<file path="src/rtl/pipe_popcnt_acc.sv">
// Two-stage popcount accumulator: counts ones per beat and sums them per frame.
// Define POPCNT_SAT_EN for a saturating accumulator with a sticky per-frame out_ovf.
module pipe_popcnt_acc #(
  parameter int unsigned N_IN  = 9,
  parameter int unsigned ACC_W = 16
) (
  input  logic             clk,
  input  logic             rst_n,
  input  logic             in_valid,
  output logic             in_ready,
  input  logic [N_IN-1:0]  in_bits,
  input  logic             in_last,
  output logic             out_valid,
  input  logic             out_ready,
  output logic [ACC_W-1:0] out_sum,
  output logic             out_ovf
);
  localparam int unsigned CW = $clog2(N_IN + 1);

  logic             stall;
  logic             s1_valid_q;
  logic             s1_last_q;
  logic [CW-1:0]    s1_cnt_q;
  logic [CW-1:0]    s1_cnt_d;
  logic [ACC_W-1:0] acc_q;
  logic [ACC_W-1:0] acc_next;
  logic [ACC_W-1:0] out_sum_q;
  logic             out_valid_q;

  assign stall     = out_valid_q && !out_ready;
  assign in_ready  = !stall;
  assign out_valid = out_valid_q;
  assign out_sum   = out_sum_q;

  always_comb begin
    s1_cnt_d = '0;
    for (int unsigned i = 0; i < N_IN; i++) begin
      s1_cnt_d = s1_cnt_d + CW'(in_bits[i]);
    end
  end

`ifdef POPCNT_SAT_EN
  logic [ACC_W:0] sum_wide;
  logic           ovf_add;
  logic           frame_ovf_q;
  logic           out_ovf_q;

  assign sum_wide = {1'b0, acc_q} + (ACC_W + 1)'(s1_cnt_q);
  assign ovf_add  = sum_wide[ACC_W];
  assign acc_next = ovf_add ? '1 : sum_wide[ACC_W-1:0];
  assign out_ovf  = out_ovf_q;

  // Sticky flag follows the same advance condition as acc and is handed off at frame close.
  always_ff @(posedge clk or negedge rst_n) begin
    if (!rst_n) begin
      frame_ovf_q <= 1'b0;
      out_ovf_q   <= 1'b0;
    end else if (!stall && s1_valid_q) begin
      if (s1_last_q) begin
        out_ovf_q   <= frame_ovf_q | ovf_add;
        frame_ovf_q <= 1'b0;
      end else begin
        frame_ovf_q <= frame_ovf_q | ovf_add;
      end
    end
  end
`else
  assign acc_next = acc_q + ACC_W'(s1_cnt_q);
  assign out_ovf  = 1'b0;
`endif

  always_ff @(posedge clk or negedge rst_n) begin
    if (!rst_n) begin
      s1_valid_q  <= 1'b0;
      s1_cnt_q    <= '0;
      s1_last_q   <= 1'b0;
      acc_q       <= '0;
      out_sum_q   <= '0;
      out_valid_q <= 1'b0;
    end else if (!stall) begin
      // in_ready is high whenever this branch runs, so in_valid alone marks acceptance.
      s1_valid_q <= in_valid;
      s1_cnt_q   <= s1_cnt_d;
      s1_last_q  <= in_last;
      if (s1_valid_q && s1_last_q) begin
        out_sum_q   <= acc_next;
        out_valid_q <= 1'b1;
        acc_q       <= '0;
      end else begin
        out_valid_q <= 1'b0;
        if (s1_valid_q) begin
          acc_q <= acc_next;
        end
      end
    end
  end

endmodule

</file>
<file path="config.mk">
export PLATFORM = sky130hd
export DESIGN_NAME = pipe_popcnt_acc
export DESIGN_NICKNAME = d
export VERILOG_FILES = /design/src/rtl/pipe_popcnt_acc.sv
export SDC_FILE = /design/constraint.sdc
export NUM_CORES = 1
export LEC_CHECK = 0
export ABC_AREA = 0
export BUFFER_PORTS_ARGS = -buffer_cell sky130_fd_sc_hd__buf_4
export CORE_ASPECT_RATIO = 0.5
export CORE_UTILIZATION = 45
export DETAILED_ROUTE_END_ITERATION = 10
export PLACE_DENSITY = 0.68
export SLEW_MARGIN = 5
export SYNTH_ARGS = -nofsm -noshare
export SYNTH_HDL_FRONTEND = slang
export SYNTH_SLANG_ARGS = --single-unit
</file>
<file path="constraint.sdc">
create_clock -name clk -period 4.6 [get_ports clk]
set_input_delay 0.92 -clock clk [delete_from_list [all_inputs] [get_ports clk]]
set_output_delay 0.92 -clock clk [all_outputs]
set_load 0.1 [all_outputs]
</file>
Word-level counts from Yosys, hierarchy flattened
Index checks and enable logic that the tools add are counted.
Storage, ports and cells
  flip-flop bits (word level): 39
Cells by class
  reduce and logical (&&, ||, !) cells: 7
  bitwise logic cells: 1
  muxes and demuxes: 3
  add/subtract/negate cells: 9
Operators by type and width (number)
  two-way mux 16 bit: 2
  adder 4 x 1 -> 4 bit: 5
  adder 16 x 4 -> 16 bit: 1
  adder 3 x 1 -> 4 bit: 1
  AND reduction 2 bit: 2
  adder 2 x 1 -> 3 bit: 1
  adder 1 x 1 -> 2 bit: 1
  logical AND 1 bit: 2
  zero test 1 bit: 2
  nonzero test 2 bit: 1
  two-way mux 1 bit: 1
  inverter 1 bit: 1

Logic depth before layout (Yosys ltp)
Gate-level depths: netlist of the first run.
  depth after elaboration: 8
  gate-level depth with buffers: 9

Worst setup path before layout of the first run
OpenSTA, ideal clock, no wires.
  path type: in2reg
  start: input port in_bits[0]
  end: register s1_cnt_q[2]
  setup time: 187 ps
  path slack: 1052 ps
  data required time: 4413 ps
  stages: 8
  buffers on the path: 0
  arrival time: 3361 ps
  path through: fa_1 > inv_1 > fa_1 > fa_1 > fa_1 > fa_1 > xor2_1 > a21oi_1
Between the ends
  cells in the longest elaborated chain, start to end: 8
Ends and longest elaborated chain
  start, declared: RTL line 11  | input logic [N_IN-1:0] in_bits,
  adder 1 x 1 -> 2 bit: RTL line 38  | s1_cnt_d = s1_cnt_d + CW'(in_bits[i]);
  adder 2 x 1 -> 3 bit: RTL line 38
  adder 3 x 1 -> 4 bit: RTL line 38
  adder 4 x 1 -> 4 bit (5 in series): RTL line 38
  end signal, assigned: RTL line 83  | s1_cnt_q <= s1_cnt_d;
  end, declared: RTL line 23  | logic [CW-1:0] s1_cnt_q;
Every way passes these cells.
A chain may end at the register's enable or synchronous reset.

Final worst setup path of the first run
Same ends and word-level chain as after synthesis.

==> out/qor.yml, run 1 <==
detailed_routing:
  drt-pass1-iter-count: 4
  detail-route-antenna-nets: 0
  drtIter0Drc: 71
  routedWlPerCell_um: 12.97
  num_vias: 1567
  drt-total-wl_mm: 3.996
  remaining_drc_errors: 0
  vias_per_cell: 5.088
sta:
  rsz0062_at_grt: "no"
  fin_crit_ns: 3.404
  hold_violations: 0
  worst_slack_ns: 1.196
  setup_violations: 0
  slew_violations: 0
  clock_skew_ns: 0.005516
  fmax_ghz: 0.2937
  period_share_pct: 74.01
  setup-tns-final_ns: 0
  worst_pin_slew_ns: 0.9101
  max-slew-margin-rel_pct: 39.18
power:
  p_total_mw: 1.171
  p_sw_mw: 0.5141
  p_clk_share_pct: 17.9
  power_frac_comb_pct: 43.9
  ir_drop_v: 0.0002813
  swShare_pct: 43.88
  p_leak_nw: 1.169
  p_int_mw: 0.6574
  p_per_area_nw_per_um2: 475.3
  seqPwrFrac_pct: 38.2
worst_setup_path:
  worstSetupPathType: "primary input to flip-flop"
  ff2ff_setup_slack_ns: 2.46
  startpoint_type: "primary input"
  worstReg2RegStart: "s1_cnt_q[0]"
  cp.arrival_ns: 3.61
  critPathCaptureType: "flip-flop"
  crit_fanout: 2
  r2r_end: "out_sum[8]"
  crit_start: "in_bits[0]"
  cp.required_ns: 4.81
  rr_worst_depth: 7
floorplanning:
  ios: 33
  dieArea_um2: 5074
  die_width_um: 99.74
  core_um2: 4488
  die_h_um: 50.87
  rows: 17
  initial_core_util_pct: 47.90
layout:
  num_antenna_cells: 0
  final_area_um2: 2465
  utilization_pct: 54.92
  area_delta_synth_final_pct: 14.67
  nets: 269
  drive_above_1_share_pct: 19.42
place:
  numPortBuffers: 31
  routabilityCongestion: 0.7547
  dp.final_hpwl_mm: 2.768
  dp_worst_setup_slack_ns: 0.8876
  post_dp_cell_area_um2: 2392
cts:
  clockBufferDepth: 2
  postCtsSetupBuffers: 0
  clk_pin_slew_ns: 0.06
  root_buffer: "clkbuf_8"
  cts_buffers: 5
  ctsResizeCount: 0
  cts_tree: "yes"
  holdBufCountCts: 0
  clk_latency_ns: 0.28
  htreeDepth: 2
  cts.sinks: 39
synth:
  synth_cell_types: 37
  synthCells: 218
  yosysSeqAreaShare_pct: 45.40
  synth_area_leaders: "dfrtp_1 45%, fa_1 5.6%, nand2_1 5.4%"
  synth_top_cell_by_area: "dfrtp_1"
  syn_nets: 244
  synth_top_area_share_pct: 45.40
  synth_area_per_cell_um2: 9.860
  ys_ff_latch: 39
  yosys_warnings: 0
  syn-cell-area_um2: 2150
min_path:
  min_to: "out_sum[2]"
  hold_class: "flip-flop to flip-flop"
  hold_start: "out_sum[2]"
  hold_depth: 2
grt:
  grt_pass1_vias: 1446
  grt_start_max_net_pins: 40
  grt_usage_pct: 17.68
  gr-total-overflow: 0
  grt_pass1_wl_mm: 6.858
  antenna_found_initial: 0
flow_run:
  cap_violations: 0
run_status:
  status: "complete, no violations"
==> power by group through the flow <==
stage               combinational (mW)  sequential, mW  clock [mW]
floorplan                        0.271           0.591           0
finish                           0.514           0.448       0.209
global route                     0.565           0.456       0.227
global placement                 0.507           0.451           0
detailed placement               0.514           0.454           0
CTS                              0.518           0.447       0.216
==> flip-flops by register name (all words and copies together) (netlist names) <==
register,cells
s1_cnt_q,4
acc_q,16
s1_last_q,1
s1_valid_q,1
out_sum,16
out_valid,1
==> area by class of cell <==
type                       count  area [µm²]
clock buffer                   6       72.57
fill                         414        2023
inverter                      14       52.55
multi-input combinational    152        1049
sequential                    39       975.9
tap                           66       82.58
timing repair buffer          31       232.7
==> routing by layer <==
layer  part of all wire, %  wire [µm]  GRT usage (%)  vias to the layer above
met4                   1.1         44          5.882                        0
met3                   4.8        191          4.651                        6
li1                      -          -              -                      790
met5                     0          0              0                        -
met1                    51       2057          24.04                      735
met2                    43       1702          27.82                       36
==> layout by cell type (no fill, tap or decap), drive strengths merged, types with 7 or more instances in the layout <==
master,count
inv,14
o31ai,8
buf,31
dfrtp,39
a21oi,10
nor2,7
o21ai,31
xor2,11
nand2,31
==> metrics by stage <==
step | hold WS (ns) | instances
2_1_floorplan | 0.4526 | 218
3_3_place_gp | 0.4633 | 302
3_5_place_dp | 0.4723 | 302
4_1_cts | 0.4878 | 308
5_1_grt | 0.5093 | 308
6_report | 0.4815 | 308
==> critical path, cell delays in order <==
cell,delay [ns]
buf_4,0.11
fa_1,0.53
inv_1,0.05
fa_1,0.49
fa_1,0.43
fa_1,0.41
fa_1,0.39
xor2_1,0.15
a21oi_1,0.13
==> worst max-delay path by stage <==
stage / cells past startpoint / slack [ns] / endpoint
after floorplan: 8 / 1.05 / s1_cnt_q[2]
after global placement: 9 / 0.95 / s1_cnt_q[2]
after detailed placement: 9 / 0.89 / s1_cnt_q[2]
after CTS: 9 / 1.19 / s1_cnt_q[2]
after global routing: 9 / 1.09 / s1_cnt_q[2]
final: 9 / 1.20 / s1_cnt_q[2]
==> Yosys cell counts, drive strengths merged <==
library cell   n
dfrtp         39
nand2         31
o21ai         31
inv           14
xor2          11
a21oi         10
buf           10
o31ai          8
nor2           7
fa             6
ha             6
nand3          6
a31oi          5
nand4          5
a21o           4
xnor2          4
clkbuf         3
mux2           3
and2           2
and4           2
a211oi         1
a22o           1
and3           1
conb           1
nand2b         1
nor4           1
o21ba          1
o21bai         1
o22ai          1
o41ai          1
or3            1
==> kinds of logic (layout without fill, tap and decap cells) <==
| family | Yosys count | in the layout | share of synthesized area, % |
|---|---|---|---|
| xor+xnor | 15 | 15 | 6.111 |
| other cells | 1 | 1 | 0.1745 |
| flops | 39 | 39 | 45.40 |
| simple gates | 57 | 57 | 13.62 |
| compound gates | 64 | 64 | 18.22 |
| buf+inv | 27 | 51 | 5.820 |
| fa+ha+maj | 12 | 12 | 9.080 |
| mux | 3 | 3 | 1.571 |
(Power assumes the default switching activity.)
==> run 2: changes to the inputs <==
--- a/config.mk
+++ b/config.mk
@@ -10,7 +10,7 @@
 export CORE_ASPECT_RATIO = 0.5
 export CORE_UTILIZATION = 45
 export DETAILED_ROUTE_END_ITERATION = 10
-export PLACE_DENSITY = 0.68
+export PLACE_DENSITY = 0.7
 export SLEW_MARGIN = 5
 export SYNTH_ARGS = -nofsm -noshare
 export SYNTH_HDL_FRONTEND = slang
==> constraint.sdc (replaced) <==
create_clock -name clk -period 2.9 [get_ports clk]
set_input_delay 0.58 -clock clk [delete_from_list [all_inputs] [get_ports clk]]
set_output_delay 0.58 -clock clk [all_outputs]
set_load 0.1 [all_outputs]
==> run 2 against run 1 <==
Effect of this change:
- the flow now finishes with violations (setup timing)
- core utilization is 1.1 points higher
- combinational power up 63%
- sequential power is 58% higher
- hold slack lost 0.23 ns
- worst setup slack lost 1.3 ns
- global-route usage grew 0.99 points
- sequential cell count unchanged
- first-iteration DRC count stayed put
- largest cell class unchanged
- largest power group unchanged
==> out/qor.yml, run 2 (same netlist as run 1, synthesis figures left out) <==
place:
  dp_worst_setup_slack_ns: -0.4499
  routabilityCongestion: 0.7571
  post_dp_cell_area_um2: 2402
  numPortBuffers: 31
  dp.final_hpwl_mm: 2.864
run_status:
  failed_checks: "setup timing"
  status: "complete, but fails checks"
layout:
  final_area_um2: 2512
  area_delta_synth_final_pct: 16.88
  final_common_cell: "dfrtp_1"
  mostFrequentLayoutCells: "39 x dfrtp_1, 31 x nand2_1, 31 x buf_4, 22 x o21ai_0, 14 x inv_1"
  nets: 270
  drive_above_1_share_pct: 21.63
  num_antenna_cells: 0
floorplanning:
  dieArea_um2: 5074
  initial_core_util_pct: 47.90
  rows: 17
  core_um2: 4488
  die_width_um: 99.74
  die_h_um: 50.87
  ios: 33
min_path:
  hold_class: "primary input to async pin"
cts:
  cts.sinks: 39
  htreeDepth: 2
  root_buffer: "clkbuf_8"
  clk_pin_slew_ns: 0.07
  cts_tree: "yes"
  clk_latency_ns: 0.29
  holdBufCountCts: 0
  cts_buffers: 5
  clockBufferDepth: 2
worst_setup_path:
  cp.required_ns: 3.12
  worstSetupPathType: "primary input to flip-flop"
  cp.arrival_ns: 3.18
  critPathCaptureType: "flip-flop"
  startpoint_type: "primary input"
  crit_fanout: 2
sta:
  worst_slack_ns: -0.06184
  max-slew-margin-rel_pct: 63.62
  rsz0062_at_grt: "yes"
  worst_pin_slew_ns: 0.5444
  period_share_pct: 102.1
  slew_violations: 0
  fin_crit_ns: 2.962
  setup_violations: 2
  clock_skew_ns: 0.003166
  fmax_ghz: 0.3376
  hold_violations: 0
grt:
  gr-total-overflow: 0
  grt_pass1_wl_mm: 7.169
  grt_pass1_vias: 1526
  antenna_found_initial: 0
  grt_start_max_net_pins: 40
  grt_usage_pct: 18.66
power:
  p_leak_nw: 1.188
  p_per_area_nw_per_um2: 774.9
  ir_drop_v: 0.0004966
detailed_routing:
  detail-route-antenna-nets: 0
  vias_per_cell: 5.161
  drt-total-wl_mm: 4.077
  drt-pass1-iter-count: 4
  remaining_drc_errors: 0
  drtIter0Drc: 71
  routedWlPerCell_um: 13.11
  num_vias: 1605
flow_run:
  cap_violations: 0
## run 2: cell type report
class / count / area [µm²]
clock buffers: 8 / 100.1
fillers: 404 / 1976
inverters: 14 / 52.55
multi-input cells: 152 / 1057
flip-flops and latches: 39 / 975.9
well taps: 66 / 82.58
repair buffers: 32 / 244.0
## run 2: worst max-delay path, stage by stage
cell	delay [ns]
buf_6	0.09
fa_1	0.52
inv_1	0.05
fa_1	0.50
fa_1	0.44
fa_2	0.37
fa_2	0.34
xor2_1	0.15
a21oi_1	0.14
## run 2: path summary, 6_finish.rpt
kind | slack (ns) | depth (start not counted) | end | start
max in group asynchronous | 2.29 | 1 | out_sum[1] | rst_n
min in group clk | 0.48 | 2 | out_sum[11] | out_sum[11]
setup reg to reg | 0.80 | 7 | out_sum[8] | s1_cnt_q[0]
hold reg to reg | 0.48 | 2 | out_sum[11] | out_sum[11]
hold / removal | 0.25 | 1 | acc_q[10] | rst_n
setup / recovery | -0.06 | 9 | s1_cnt_q[2] | in_bits[0]
## run 2: per-layer routing
metal | track usage, % | share of wire [%] | vias to the layer above
met3 | 4.104 | 5.2 | 6
met5 | 0 | 0 | -
li1 | - | - | 807
met2 | 27.36 | 43 | 42
met4 | 7.353 | 1.2 | 0
met1 | 27.09 | 51 | 750
## run 2: what timing repair did
item / CTS / global route
resized for setup: 1 / 2
endpoints found under the setup margin: 2 / 2
setup buffers: 0 / 0
pin swaps: 1 / 0
## run 2: stage by stage
step,power (mW),setup TNS [ns],utilization [%],cells,hold WS (ns)
after global routing,2.077,-0.2232,55.98,311,0.2876
after detailed placement,1.548,-0.8620,53.53,303,0.4732
final,1.947,-0.1210,55.98,311,0.2470
after global placement,1.523,-0.6550,53.53,303,0.4651
after floorplan,1.367,-0.4661,-,218,0.2844
after CTS,1.960,-0.1424,55.84,311,0.2588
## run 2: power by group
group          switching, mW  internal, mW
clock network          0.184         0.217
logic                  0.577         0.259
registers             0.0758         0.634
total                  0.837          1.11
==> run 3: changes to the inputs <==
--- a/config.mk
+++ b/config.mk
@@ -10,6 +10,7 @@
 export CORE_ASPECT_RATIO = 0.5
 export CORE_UTILIZATION = 45
 export DETAILED_ROUTE_END_ITERATION = 10
+export GPL_TIMING_DRIVEN = 0
 export PLACE_DENSITY = 0.7
 export SLEW_MARGIN = 5
 export SYNTH_ARGS = -nofsm -noshare
==> run 3 against run 2 <==
Effect of this change:
- the flow still finishes with violations (setup timing)
- core utilization up 1.8 points
- count of clock-buffer cells in the layout down 2
- design area up 3.1%
==> out/qor.yml, run 3 (same netlist as run 1, synthesis figures left out) <==
run_status:
  status: "complete, but fails checks"
  failed_checks: "setup timing"
worst_setup_path:
  rr_worst_depth: 8
  startpoint_type: "primary input"
  cpMaxStageDelayCell: "fa_1"
  worstSetupPathType: "primary input to flip-flop"
  ff2ff_setup_slack_ns: 0.74
  cp_cell_sequence: "buf_6, fa_1, inv_1, fa_1, fa_1, fa_2, fa_2, a21oi_1"
  r2r_end: "out_sum[6]"
  slowest_delay_ns: 0.53
  cp.arrival_ns: 3.14
  crit_fanout: 2
  crit_start: "in_bits[0]"
  critPathCaptureType: "flip-flop"
  worstReg2RegStart: "s1_cnt_q[0]"
  cp_common_cell: "fa_1"
  endpoint: "s1_cnt_q[1]"
  cp.required_ns: 3.06
layout:
  num-fill-cells: 399
  num_antenna_cells: 0
  mostFrequentLayoutCells: "39 x dfrtp_1, 32 x buf_4, 31 x nand2_1, 22 x o21ai_0, 14 x inv_1"
  final_area_um2: 2591
  drive_above_1_share_pct: 24.12
  fin_cells: 323
  nets: 282
  area_delta_synth_final_pct: 20.55
  final_common_cell: "dfrtp_1"
  utilization_pct: 57.74
sta:
  hold_slack_ns: 0.2459
  rsz0062_at_grt: "yes"
  fmax_ghz: 0.3359
  hold_violations: 0
  worst_pin_slew_ns: 0.5275
  max-slew-margin-rel_pct: 64.83
  period_share_pct: 102.7
  clock_skew_ns: 0.003355
  fin_crit_ns: 2.977
  slew_violations: 0
  setup_violations: 2
  worst_slack_ns: -0.07689
floorplanning:
  initial_core_util_pct: 47.90
  ios: 33
  die_width_um: 99.74
  core_um2: 4488
  dieArea_um2: 5074
  die_h_um: 50.87
  rows: 17
cts:
  cts_buffers: 5
  clk_latency_ns: 0.29
  cts_tree: "yes"
  cts.sinks: 39
  clk_pin_slew_ns: 0.08
  htreeDepth: 2
  root_buffer: "clkbuf_8"
  clockBufferDepth: 2
place:
  dp.cells: 315
  post_dp_cell_area_um2: 2467
  numPortBuffers: 31
  routabilityCongestion: 0.8371
  dp.final_hpwl_mm: 3.330
detailed_routing:
  drt-total-wl_mm: 4.668
  drt-pass1-iter-count: 4
  vias_per_cell: 5.167
  remaining_drc_errors: 0
  routedWlPerCell_um: 14.45
  num_vias: 1669
  drtIter0Drc: 64
  detail-route-antenna-nets: 0
grt:
  grt_usage_pct: 20.29
  antenna_found_initial: 0
  grt_pass1_wl_mm: 7.707
  gr-total-overflow: 0
  grt_pass1_vias: 1584
  grt_start_max_net_pins: 40
power:
  p_total_mw: 2.044
  ir_drop_v: 0.0003915
  p_leak_nw: 1.243
  p_per_area_nw_per_um2: 789.0
min_path:
  hold_class: "primary input to async pin"
flow_run:
  cap_violations: 0
[run 3: cell type report]
cell class	instances	area (µm²)	area share, %
well taps	66	82.58	3.187
plain buffers	13	72.57	2.801
clock inverters	2	35.03	1.352
inverters	14	52.55	2.028
repair buffers	31	236.5	9.126
multi-input cells	152	1054	40.66
clock buffers	6	82.58	3.187
flip-flops and latches	39	975.9	37.66
[run 3: how the worst min path moves through the flow]
stage / end / slack [ns] / depth (start not counted)
final: out_sum[8] / 0.25 / 1
after global placement: out_sum[3] / 0.47 / 2
after floorplan: acc_q[0] / 0.28 / 0
after detailed placement: out_sum[13] / 0.48 / 2
after CTS: acc_q[7] / 0.26 / 1
after global routing: out_sum[10] / 0.27 / 1
[run 3: metrics by stage]
step	TNS (ns)	worst slack (ns)
after floorplan	-0.4661	-0.2606
after global placement	-0.7373	-0.4049
after detailed placement	-0.8799	-0.4520
after CTS	-0.1386	-0.07253
after global routing	-0.2135	-0.1119
final	-0.1433	-0.07689
[run 3: repair_timing]
item / in CTS / in global routing
endpoints found under the hold margin: 0 / 0
gates resized for setup: 2 / 0
buffers inserted: 0 / 0
gates cloned: 0 / 0
hold buffers: 0 / 0
pin swaps: 1 / 0
endpoints found under the setup margin: 2 / 2
[run 3: worst max-delay path: cells and delay by family]
kind / cells / cell delay (ns)
fa+ha+maj: 5 / 2.36
buf+inv: 2 / 0.14
compound gates: 1 / 0.06
[run 3: power by group]
part / internal, mW / switching (mW) / leakage [nW] / total (mW)
clock network: 0.278 / 0.191 / 0.0612 / 0.469
registers: 0.634 / 0.0638 / 0.519 / 0.698
logic: 0.271 / 0.606 / 0.663 / 0.877
total: 1.18 / 0.861 / 1.24 / 2.04
[run 3: routing by layer]
metal | part of all wire (%) | track usage (%)
met2 | 45 | 31.84
met4 | 1.4 | 8.578
met1 | 48 | 27.46
met5 | 0 | 0
met3 | 5.7 | 4.651
